[src/rtl/cmd_frame_rx_pkg.sv]
// Shared definitions for the serial command frame receiver.
// Frame layout, mode encodings and checksum helper.
package cmd_frame_rx_pkg;

    localparam logic [7:0] SYNC_BYTE_DEF = 8'hA5;

    localparam int FRM_IDX_SYNC = 0;
    localparam int FRM_IDX_CMD  = 1;
    localparam int FRM_IDX_MODE = 2;
    localparam int FRM_IDX_CSUM = 3;

    typedef enum logic [1:0] {
        MODE_AUTO   = 2'd0,
        MODE_HYBRID = 2'd1,
        MODE_MANUAL = 2'd2,
        MODE_SLEEP  = 2'd3
    } mode_e;

    typedef struct packed {
        logic [3:0] speed;
        logic [3:0] dir;
    } cmd_t;

    function automatic logic [7:0] frame_csum(
        input logic [7:0] cmd_b,
        input logic [7:0] mode_b,
        input logic [7:0] sync_b
    );
        return cmd_b ^ mode_b ^ sync_b;
    endfunction

endpackage

[src/rtl/cmd_frame_rx_uart_rx_byte.sv]
// 8N1 UART byte receiver with 2-FF input synchroniser.
// Emits one-cycle byte_valid / byte_err pulses at mid stop bit.
module uart_rx_byte #(
    parameter int CLKS_PER_BIT = 16
) (
    input  logic       clk,
    input  logic       rst,
    input  logic       rx,
    output logic [7:0] data,
    output logic       byte_valid,
    output logic       byte_err
);

    localparam logic [1:0] S_IDLE  = 2'd0;
    localparam logic [1:0] S_START = 2'd1;
    localparam logic [1:0] S_DATA  = 2'd2;
    localparam logic [1:0] S_STOP  = 2'd3;

    localparam int CW = (CLKS_PER_BIT > 2) ? $clog2(CLKS_PER_BIT) : 1;
    localparam logic [CW-1:0] HALF_M1 = CW'(CLKS_PER_BIT / 2 - 1);
    localparam logic [CW-1:0] FULL_M1 = CW'(CLKS_PER_BIT - 1);

    logic          rx_meta;
    logic          rx_sync;
    logic          rx_prev;
    logic [1:0]    state;
    logic [CW-1:0] cnt;
    logic [2:0]    bit_idx;

    // Bring rx into the clock domain and keep one older sample for edge detection
    always_ff @(posedge clk) begin
        if (rst) begin
            rx_meta <= 1'b1;
            rx_sync <= 1'b1;
            rx_prev <= 1'b1;
        end else begin
            rx_meta <= rx;
            rx_sync <= rx_meta;
            rx_prev <= rx_sync;
        end
    end

    // Byte FSM: find start edge, confirm at mid-bit, shift 8 bits LSB first, check stop
    always_ff @(posedge clk) begin
        if (rst) begin
            state      <= S_IDLE;
            cnt        <= '0;
            bit_idx    <= '0;
            data       <= '0;
            byte_valid <= 1'b0;
            byte_err   <= 1'b0;
        end else begin
            byte_valid <= 1'b0;
            byte_err   <= 1'b0;
            unique case (state)
                S_IDLE: begin
                    cnt     <= '0;
                    bit_idx <= '0;
                    if (rx_prev && !rx_sync) begin
                        state <= S_START;
                    end
                end
                S_START: begin
                    if (cnt == HALF_M1) begin
                        cnt   <= '0;
                        state <= rx_sync ? S_IDLE : S_DATA;
                    end else begin
                        cnt <= cnt + 1'b1;
                    end
                end
                S_DATA: begin
                    if (cnt == FULL_M1) begin
                        cnt     <= '0;
                        data    <= {rx_sync, data[7:1]};
                        bit_idx <= bit_idx + 1'b1;
                        if (bit_idx == 3'd7) begin
                            state <= S_STOP;
                        end
                    end else begin
                        cnt <= cnt + 1'b1;
                    end
                end
                S_STOP: begin
                    if (cnt == FULL_M1) begin
                        cnt        <= '0;
                        byte_valid <= rx_sync;
                        byte_err   <= !rx_sync;
                        state      <= S_IDLE;
                    end else begin
                        cnt <= cnt + 1'b1;
                    end
                end
                default: state <= S_IDLE;
            endcase
        end
    end

endmodule

[src/rtl/cmd_frame_rx.sv]
// Command frame receiver: SYNC, {speed,dir}, mode, checksum.
// Holds last good command, flags frame errors and link loss.
module cmd_frame_rx
    import cmd_frame_rx_pkg::*;
#(
    parameter int         CLKS_PER_BIT = 16,
    parameter logic [7:0] SYNC_BYTE    = SYNC_BYTE_DEF,
    parameter logic [3:0] DEF_SPEED    = 4'd5,
    parameter logic [3:0] DEF_DIR      = 4'd8,
    parameter int         BYTE_GAP     = 2 * 10 * CLKS_PER_BIT,
    parameter int         LINK_TIMEOUT = 1000000
) (
    input  logic       clk,
    input  logic       rst,
    input  logic       rx,
    output logic [3:0] speed_cmd,
    output logic [3:0] dir_cmd,
    output logic [1:0] mode,
    output logic       cmd_valid,
    output logic       frame_err,
    output logic       link_lost
);

    localparam logic [1:0] WAIT_SYNC = 2'(FRM_IDX_SYNC);
    localparam logic [1:0] GET_CMD   = 2'(FRM_IDX_CMD);
    localparam logic [1:0] GET_MODE  = 2'(FRM_IDX_MODE);
    localparam logic [1:0] GET_CSUM  = 2'(FRM_IDX_CSUM);

    localparam int GW = $clog2(BYTE_GAP + 1);
    localparam int LW = $clog2(LINK_TIMEOUT + 1);

    logic [7:0]    rx_data;
    logic          byte_valid;
    logic          byte_err;

    logic [1:0]    state;
    cmd_t          cmd_byte;
    logic [7:0]    mode_byte;
    logic [GW-1:0] gap_cnt;
    logic [LW-1:0] link_cnt;

    logic          in_get;
    logic          gap_to;
    logic          mode_bad;
    logic          csum_bad;
    logic          brk_err;
    logic          err;
    logic          good;

    uart_rx_byte #(
        .CLKS_PER_BIT(CLKS_PER_BIT)
    ) u_rx (
        .clk       (clk),
        .rst       (rst),
        .rx        (rx),
        .data      (rx_data),
        .byte_valid(byte_valid),
        .byte_err  (byte_err)
    );

    // Error and completion qualification; any error suppresses the byte event
    always_comb begin
        in_get   = (state != WAIT_SYNC);
        gap_to   = in_get && (gap_cnt == GW'(BYTE_GAP));
        mode_bad = byte_valid && (state == GET_MODE)
                   && (rx_data[7:2] != 6'd0);
        csum_bad = byte_valid && (state == GET_CSUM)
                   && (rx_data != frame_csum(cmd_byte, mode_byte, SYNC_BYTE));
        brk_err  = byte_err && in_get;
        err      = gap_to || mode_bad || csum_bad || brk_err;
        good     = byte_valid && (state == GET_CSUM) && !err;
    end

    // Inter-byte gap counter, live only while a frame is in progress
    always_ff @(posedge clk) begin
        if (rst || !in_get || byte_valid || err) begin
            gap_cnt <= '0;
        end else if (gap_cnt != GW'(BYTE_GAP)) begin
            gap_cnt <= gap_cnt + 1'b1;
        end
    end

    // Frame FSM: hunt for SYNC, then collect cmd, mode and checksum bytes
    always_ff @(posedge clk) begin
        if (rst) begin
            state     <= WAIT_SYNC;
            cmd_byte  <= '0;
            mode_byte <= '0;
        end else if (err) begin
            state <= WAIT_SYNC;
        end else if (byte_valid) begin
            unique case (state)
                WAIT_SYNC: begin
                    if (rx_data == SYNC_BYTE) begin
                        state <= GET_CMD;
                    end
                end
                GET_CMD: begin
                    cmd_byte <= rx_data;
                    state    <= GET_MODE;
                end
                GET_MODE: begin
                    mode_byte <= rx_data;
                    state     <= GET_CSUM;
                end
                GET_CSUM: state <= WAIT_SYNC;
                default:  state <= WAIT_SYNC;
            endcase
        end
    end

    // Command outputs move only on a good frame; status pulses are registered
    always_ff @(posedge clk) begin
        if (rst) begin
            speed_cmd <= DEF_SPEED;
            dir_cmd   <= DEF_DIR;
            mode      <= MODE_SLEEP;
            cmd_valid <= 1'b0;
            frame_err <= 1'b0;
        end else begin
            cmd_valid <= good;
            frame_err <= err;
            if (good) begin
                speed_cmd <= cmd_byte.speed;
                dir_cmd   <= cmd_byte.dir;
                mode      <= mode_byte[1:0];
            end
        end
    end

    // Saturating link timer; a good frame wins over a same-cycle timeout
    always_ff @(posedge clk) begin
        if (rst) begin
            link_cnt  <= '0;
            link_lost <= 1'b1;
        end else if (good) begin
            link_cnt  <= '0;
            link_lost <= 1'b0;
        end else begin
            if (link_cnt != LW'(LINK_TIMEOUT)) begin
                link_cnt <= link_cnt + 1'b1;
            end
            if (link_cnt >= LW'(LINK_TIMEOUT - 1)) begin
                link_lost <= 1'b1;
            end
        end
    end

endmodule

[config.mk]
export PLATFORM = sky130hd
export DESIGN_NAME = cmd_frame_rx
export DESIGN_NICKNAME = d
export VERILOG_FILES = /design/src/rtl/cmd_frame_rx_pkg.sv /design/src/rtl/cmd_frame_rx_uart_rx_byte.sv /design/src/rtl/cmd_frame_rx.sv
export SDC_FILE = /design/constraint.sdc
export NUM_CORES = 1
export LEC_CHECK = 0
export CORE_ASPECT_RATIO = 0.8
export CORE_MARGIN = 5
export CORE_UTILIZATION = 67
export CTS_BUF_LIST = sky130_fd_sc_hd__clkbuf_2 sky130_fd_sc_hd__clkbuf_4 sky130_fd_sc_hd__clkbuf_8
export CTS_CLUSTER_SIZE = 8
export DETAILED_ROUTE_END_ITERATION = 8
export MAX_ROUTING_LAYER = met4
export PLACE_DENSITY_LB_ADDON = 0.12
export SYNTH_ARGS = -nofsm -noshare
export SYNTH_HDL_FRONTEND = slang
export SYNTH_SLANG_ARGS = --single-unit
[constraint.sdc]
create_clock -name clk -period 5.44 [get_ports clk]
set_clock_uncertainty 0.1 [all_clocks]
set_input_delay 0.816 -clock clk [delete_from_list [all_inputs] [get_ports clk]]
set_output_delay 0.816 -clock clk [all_outputs]
set_load 0.02 [all_outputs]
=== Yosys cells after proc, flatten, opt, wreduce, memory -nomap -nowiden ===
Cells that the tools add are included.

* Word-level logic and storage cells: 100
* Output and inout port bits: 13
* Bits in registers: 82

* Mux-type cells: 16
* $lt $le $gt $ge: 1
* Equality and inequality tests: 20
* Bitwise gates (word level): 5
* Reductions and logical operators: 33
* $add $sub $neg: 4

{| class="wikitable"
|+ Operator list
! operator !! number
|-
| $add A20 B1 Y20 const B || 1
|-
| $ge A20 B20 Y1 const B || 1
|-
| $ne A20 B20 Y1 const B || 1
|-
| $pmux W2 S4 || 2
|-
| $mux W2 || 7
|-
| $pmux W4 S3 || 1
|-
| $ne A2 B1 Y1 const B || 5
|-
| $add A9 B1 Y9 const B || 1
|-
| $eq A9 B9 Y1 const B || 1
|-
| $ne A9 B9 Y1 const B || 1
|-
| $eq A2 B2 Y1 const B || 4
|-
| $eq A8 B8 Y1 const B || 1
|-
| $logic_and A1 B1 Y1 || 8
|-
| $mux W4 || 2
|-
| $ne A8 B8 Y1 || 1
|-
| $xor A8 B8 Y8 || 1
|-
| $logic_or A1 B1 Y1 || 6
|-
| $pmux W3 S2 || 1
|-
| $reduce_and A2 Y1 || 3
|-
| $reduce_and A3 Y1 || 2
|-
| $reduce_bool A2 Y1 || 3
|-
| $reduce_bool A6 Y1 || 1
|-
| $reduce_or A2 Y1 || 3
|-
| $reduce_and A5 Y1 || 1
|-
| 14 further kinds || 21
|}

=== Depth between registers and ports, before layout ===
* Depth after elaboration: 9
* Mapped depth: 8

=== By module ===
From an unflattened synthesis, not the netlist that was laid out.

* Cells, all modules: 405
* Area, all modules: 3915.0 µm²

{| class="wikitable"
|+ By module, submodules not included
! module !! area an instance (µm²) !! cells an instance !! times used !! sequential area each (µm²)
|-
| cmd_frame_rx || 2970.3 || 312 || 1 || 1201.2
|-
| uart_rx_byte || 944.7 || 93 || 1 || 440.4
|}

=== Worst setup path before layout ===
OpenSTA, ideal clock, no wires.

* Path kind: register -> register
* From: register u_rx.data[4]
* To: register cmd_byte[0] in the netlist's numbering
* Setup time: 0.072 ns
* Clock period less this slack: 2.046 ns
* Cell stages (with the launch flop): 6
* Data arrival time: 1.874 ns
* Data required time: 5.268 ns
* Setup slack: 3.394 ns
* Path through: dfxtp_1 -> xor3_1 -> nor4_2 -> a21oi_2 -> nor3_4 -> mux2i_1

* Cells in the longest elaborated chain, start to end: 7

{| class="wikitable"
|+ RTL lines
! element !! line !! RTL
|-
| start: declaration || cmd_frame_rx_uart_rx_byte.sv:9 || <nowiki>output logic [7:0] data,</nowiki>
|-
| start signal: assignment || cmd_frame_rx_uart_rx_byte.sv:74 || <nowiki>data <= {rx_sync, data[7:1]};</nowiki>
|-
| $reduce_bool A6 Y1 || cmd_frame_rx.sv:66 || <nowiki>&& (rx_data[7:2] != 6'd0);</nowiki>
|-
| $logic_and A1 B1 Y1 || cmd_frame_rx.sv:66 ||
|-
| $logic_or A1 B1 Y1 || cmd_frame_rx.sv:70 || <nowiki>err = gap_to || mode_bad || csum_bad || brk_err;</nowiki>
|-
| $logic_or A1 B1 Y1 (*) (2 in series) || cmd_frame_rx.sv:70 ||
|-
| $not A1 Y1 (no source line) (*) || n/a ||
|-
| $reduce_and A3 Y1 (no source line) (*) || n/a ||
|-
| end signal: assignment || cmd_frame_rx.sv:99 || <nowiki>cmd_byte <= rx_data;</nowiki>
|-
| end: declaration || cmd_frame_rx.sv:37 || <nowiki>cmd_t cmd_byte;</nowiki>
|}

Mark *: on every way between the ends. The rest lies on a longest branch, timed or not.
A chain may end at the register's enable or synchronous reset.

=== Final worst setup path ===
* From: register u_rx.data[4]
* To: register dir_cmd[3]

* Cells in the longest elaborated chain, start to end: 7

{| class="wikitable"
|+ RTL lines
! element !! line !! RTL
|-
| $reduce_bool A6 Y1 || cmd_frame_rx.sv:66 ||
|-
| $logic_and A1 B1 Y1 || cmd_frame_rx.sv:66 ||
|-
| $logic_or A1 B1 Y1 || cmd_frame_rx.sv:70 ||
|-
| $logic_or A1 B1 Y1 (*) (2 in series) || cmd_frame_rx.sv:70 ||
|-
| $logic_not A1 Y1 (*) || cmd_frame_rx.sv:71 || <nowiki>good = byte_valid && (state == GET_CSUM) && !err;</nowiki>
|-
| $logic_and A1 B1 Y1 (*) || cmd_frame_rx.sv:71 ||
|-
| end signal: assignment || cmd_frame_rx.sv:125 || <nowiki>dir_cmd <= cmd_byte.dir;</nowiki>
|-
| end: declaration || cmd_frame_rx.sv:17 || <nowiki>output logic [3:0] dir_cmd,</nowiki>
|}

Marks and branches as above.

==> impl_metrics.env <==
export IMPL_crit_path_max_incr_delay_ns=0.56
export IMPL_synth_compound_area_share_pct=6.58
export IMPL_die_width_microns=93.6
export IMPL_tritoncts="yes"
export IMPL_drive_gt1_share_pct=6.31
export IMPL_synth_mux_area_share_pct=5.35
export IMPL_synthXorXnorAreaFrac_pct=10.8
export IMPL_fillers=398
export IMPL_final_max_slew_violation_count=0
export IMPL_worst_path_max_fanout=13
export IMPL_clk_path_buf_depth=2
export IMPL_clkSlewWorstSetupHoldPaths_ns=0.08
export IMPL_r2r_slack_ns=2.82
export IMPL_drt_iter0_markers=147
export IMPL_p_per_area_nw_per_um2=264
export IMPL_dieArea_sq_um=7190
export IMPL_via_per_inst=5.66
export IMPL_synth_top_area_share_pct=43.9
export IMPL_placed_area_sq_um=3940
export IMPL_grt_pass1_vias=2731
export IMPL_grt_max_degree=73
export IMPL_cts_setup_buffers=0
export IMPL_die_y_microns=76.9
export IMPL_multi_input_area_sq_um=1990
export IMPL_finalWeightedCongestion=0.838
export IMPL_vias=2775
export IMPL_postRouteAntennaNets=0
export IMPL_cap_violations=0
export IMPL_leakagePower_nw=1.44
export IMPL_yosysMostFrequentCell="dfxtp_1"
export IMPL_htree_num_levels=3
export IMPL_cp_arrival_ns=2.79
export IMPL_synth_edff_count=0
export IMPL_synthAdderAreaFrac_pct=4.01
export IMPL_antennaDiodeCount=0
export IMPL_setup_viol=0
export IMPL_dr_pass1_iters=4
export IMPL_clock_root_buffer="clkbuf_8"
export IMPL_critical_path_required_ns=5.62
export IMPL_grt_pass1_wl_microns=12700
export IMPL_cts_sink_count=82
export IMPL_run_status="finished, final reports clean"
export IMPL_io_buffers=15
export IMPL_crit_slowest_cell="or2_0"
export IMPL_row_count=24
export IMPL_cts_resized=0
export IMPL_ys_flop_type="dfxtp_1"
export IMPL_synth_commonest_cells="82 x dfxtp_1, 41 x nor2_1, 27 x nor3_1, 21 x nand2_1"
export IMPL_clk_latency_ns=0.35
export IMPL_ioPinCount=16
export IMPL_regArea_sq_um=1640
export IMPL_postSynthAreaPerCell_sq_um=9.45
export IMPL_hold_slack_ns=0.318
export IMPL_grtUsageTotal_pct=22.5
export IMPL_totalWireLength_microns=7160
export IMPL_relSlewSlack_pct=36.3
export IMPL_yosys_warnings=0
export IMPL_synth_seq_cells=82
export IMPL_area_growth_pct=10.9
export IMPL_async_reset_ff_share_pct=0
export IMPL_netlist_area_sq_um=3740
export IMPL_rsz0062_at_grt="no"
export IMPL_pre_cts_ws_ns=2.85
export IMPL_drc=0
export IMPL_crit_chain="xor3_1 > nor4_2 > nand4_1 > or2_0 > a21oi_1"
export IMPL_grt_overflow_total=0
export IMPL_yosys_area_share_simple_pct=26.5
export IMPL_nNetsFinal=423
export IMPL_synth_cell_types=46
export IMPL_post_route_util_pct=76.4
export IMPL_initial_core_util_pct=68.9
export IMPL_worst_pin_slew_ns=0.951
export IMPL_synth_top_cell_by_area="dfxtp_1"
export IMPL_crit_path_end_kind="flip-flop"
export IMPL_syn_nets=411
export IMPL_coreArea_sq_um=5440
export IMPL_max_clock_freq_ghz=0.382
export IMPL_synthTopCellsByArea="dfxtp_1 44%, mux2i_1 5.3%, nor2_1 4.1%"
export IMPL_wl_per_cell_microns=14.6
export IMPL_seq_area_frac_synth_pct=43.9
export IMPL_finalCritPeriodShare_pct=48.1
export IMPL_synth_top_family_by_area="simple AND/OR/NAND/NOR gates"
export IMPL_holdBufCountCts=0
export IMPL_critPathKind="reg -> reg"
export IMPL_worstSetupStartpointType="flip-flop"
export IMPL_ir_worst_vdd_v=0.000180
export IMPL_layout_min_cycle_time_ns=2.62
export IMPL_synthCells=396
export IMPL_dp_hpwl_microns=4970
export IMPL_antenna_found_initial=0
export IMPL_layout_setup_ws_ns=2.82
export IMPL_tns_ns=0
export IMPL_fin_area_sq_um=4150
export IMPL_worst_hold_path_type="reg -> reg"
export IMPL_cts_buffers=9
export IMPL_hold_viol=0
registers in the layout, indices dropped and copies added (netlist names), named ones only:
name             flops
u_rx.state           1
dir_cmd              4
u_rx.rx_meta         1
u_rx.byte_valid      1
link_lost            1
cmd_byte             8
u_rx.bit_idx         3
mode_byte            8
gap_cnt              9
cmd_valid            1
u_rx.data            8
u_rx.rx_prev         1
u_rx.cnt             4
u_rx.byte_err        1
speed_cmd            4
state                2
u_rx.rx_sync         1
mode                 2
frame_err            1
link_cnt            20
worst paths after layout:
| kind | start | endpoint | cells after the start |
|---|---|---|---|
| max reg2reg | u_rx.data[4] | dir_cmd[3] | 5 |
| min reg2reg | u_rx.rx_meta | u_rx.rx_sync | 1 |
| min | u_rx.rx_meta | u_rx.rx_sync | 1 |
| max | u_rx.data[4] | dir_cmd[3] | 5 |
critical path: cells and delay by family (launching register included):
family / cells / cell delay [ns]
AOI/OAI and AO/OA: 1 / 0.21
xor gates and xnor gates: 1 / 0.45
DFF: 1 / 0.41
and+or+nand+nor: 3 / 1.37
layout make-up:
type	instances	share of cell area, %
timing repair buffer	18	4.04
sequential	82	39.5
clock buffer	10	3.16
clock inverter	5	1.93
inverter	11	0.994
multi-input combinational	286	48.0
tap	78	2.35
metrics by stage:
stage               total power, mW  cells
finish                         1.10    490
global route                   1.14    490
CTS                            1.11    490
detailed placement            0.644    475
global placement              0.644    475
floorplan                     0.639    396
where the power goes:
part	leakage (nW)	switching, mW	internal (mW)
sequential	0.662	0.00375	0.603
clock	0.102	0.208	0.260
combinational	0.676	0.0138	0.00924
total	1.44	0.225	0.872
logic make-up after synthesis:
kind of cell / Yosys count
AND/OR/NAND/NOR: 179
flip-flops: 82
AO/OA/AOI/OAI: 42
XOR/XNOR: 33
buffers and inverters: 28
multiplexers: 20
adder cells (fa/ha/maj): 12
per-layer routing:
layer / part of all wire [%] / track usage (%) / up-vias
met5: 0 / - / -
met3: 3.5 / 5.48 / 18
met2: 45 / 33.1 / 48
met1: 49 / 29.9 / 1308
met4: 2.2 / 8.95 / 0
li1: - / - / 1401
layout by cell type, fill, tap and decap left out, types with 2 or more instances in the layout:
cell type / instances
dfxtp_1: 82
nand3b_1: 3
nor4b_1: 3
o21ai_1: 5
xor2_1: 14
and4_1: 3
bufinv_16: 2
xnor3_1: 4
buf_4: 3
nor4_1: 7
mux2i_1: 20
inv_1: 11
nand4_1: 8
nor3_1: 27
a211oi_1: 5
nand3_1: 11
clkbuf_8: 9
and4b_1: 2
ha_1: 12
nand2_1: 21
nor2b_1: 5
nor2_1: 41
a22oi_1: 2
o21bai_1: 2
xnor2_1: 11
nor3b_1: 8
nand2b_1: 20
clkdlybuf4s50_1: 14
o21ai_0: 11
or2_2: 3
or3_1: 5
a21oi_1: 12
xor3_1: 4
and3_1: 4
clkinvlp_4: 2
No activity file was read; power rests on OpenSTA's default activity.
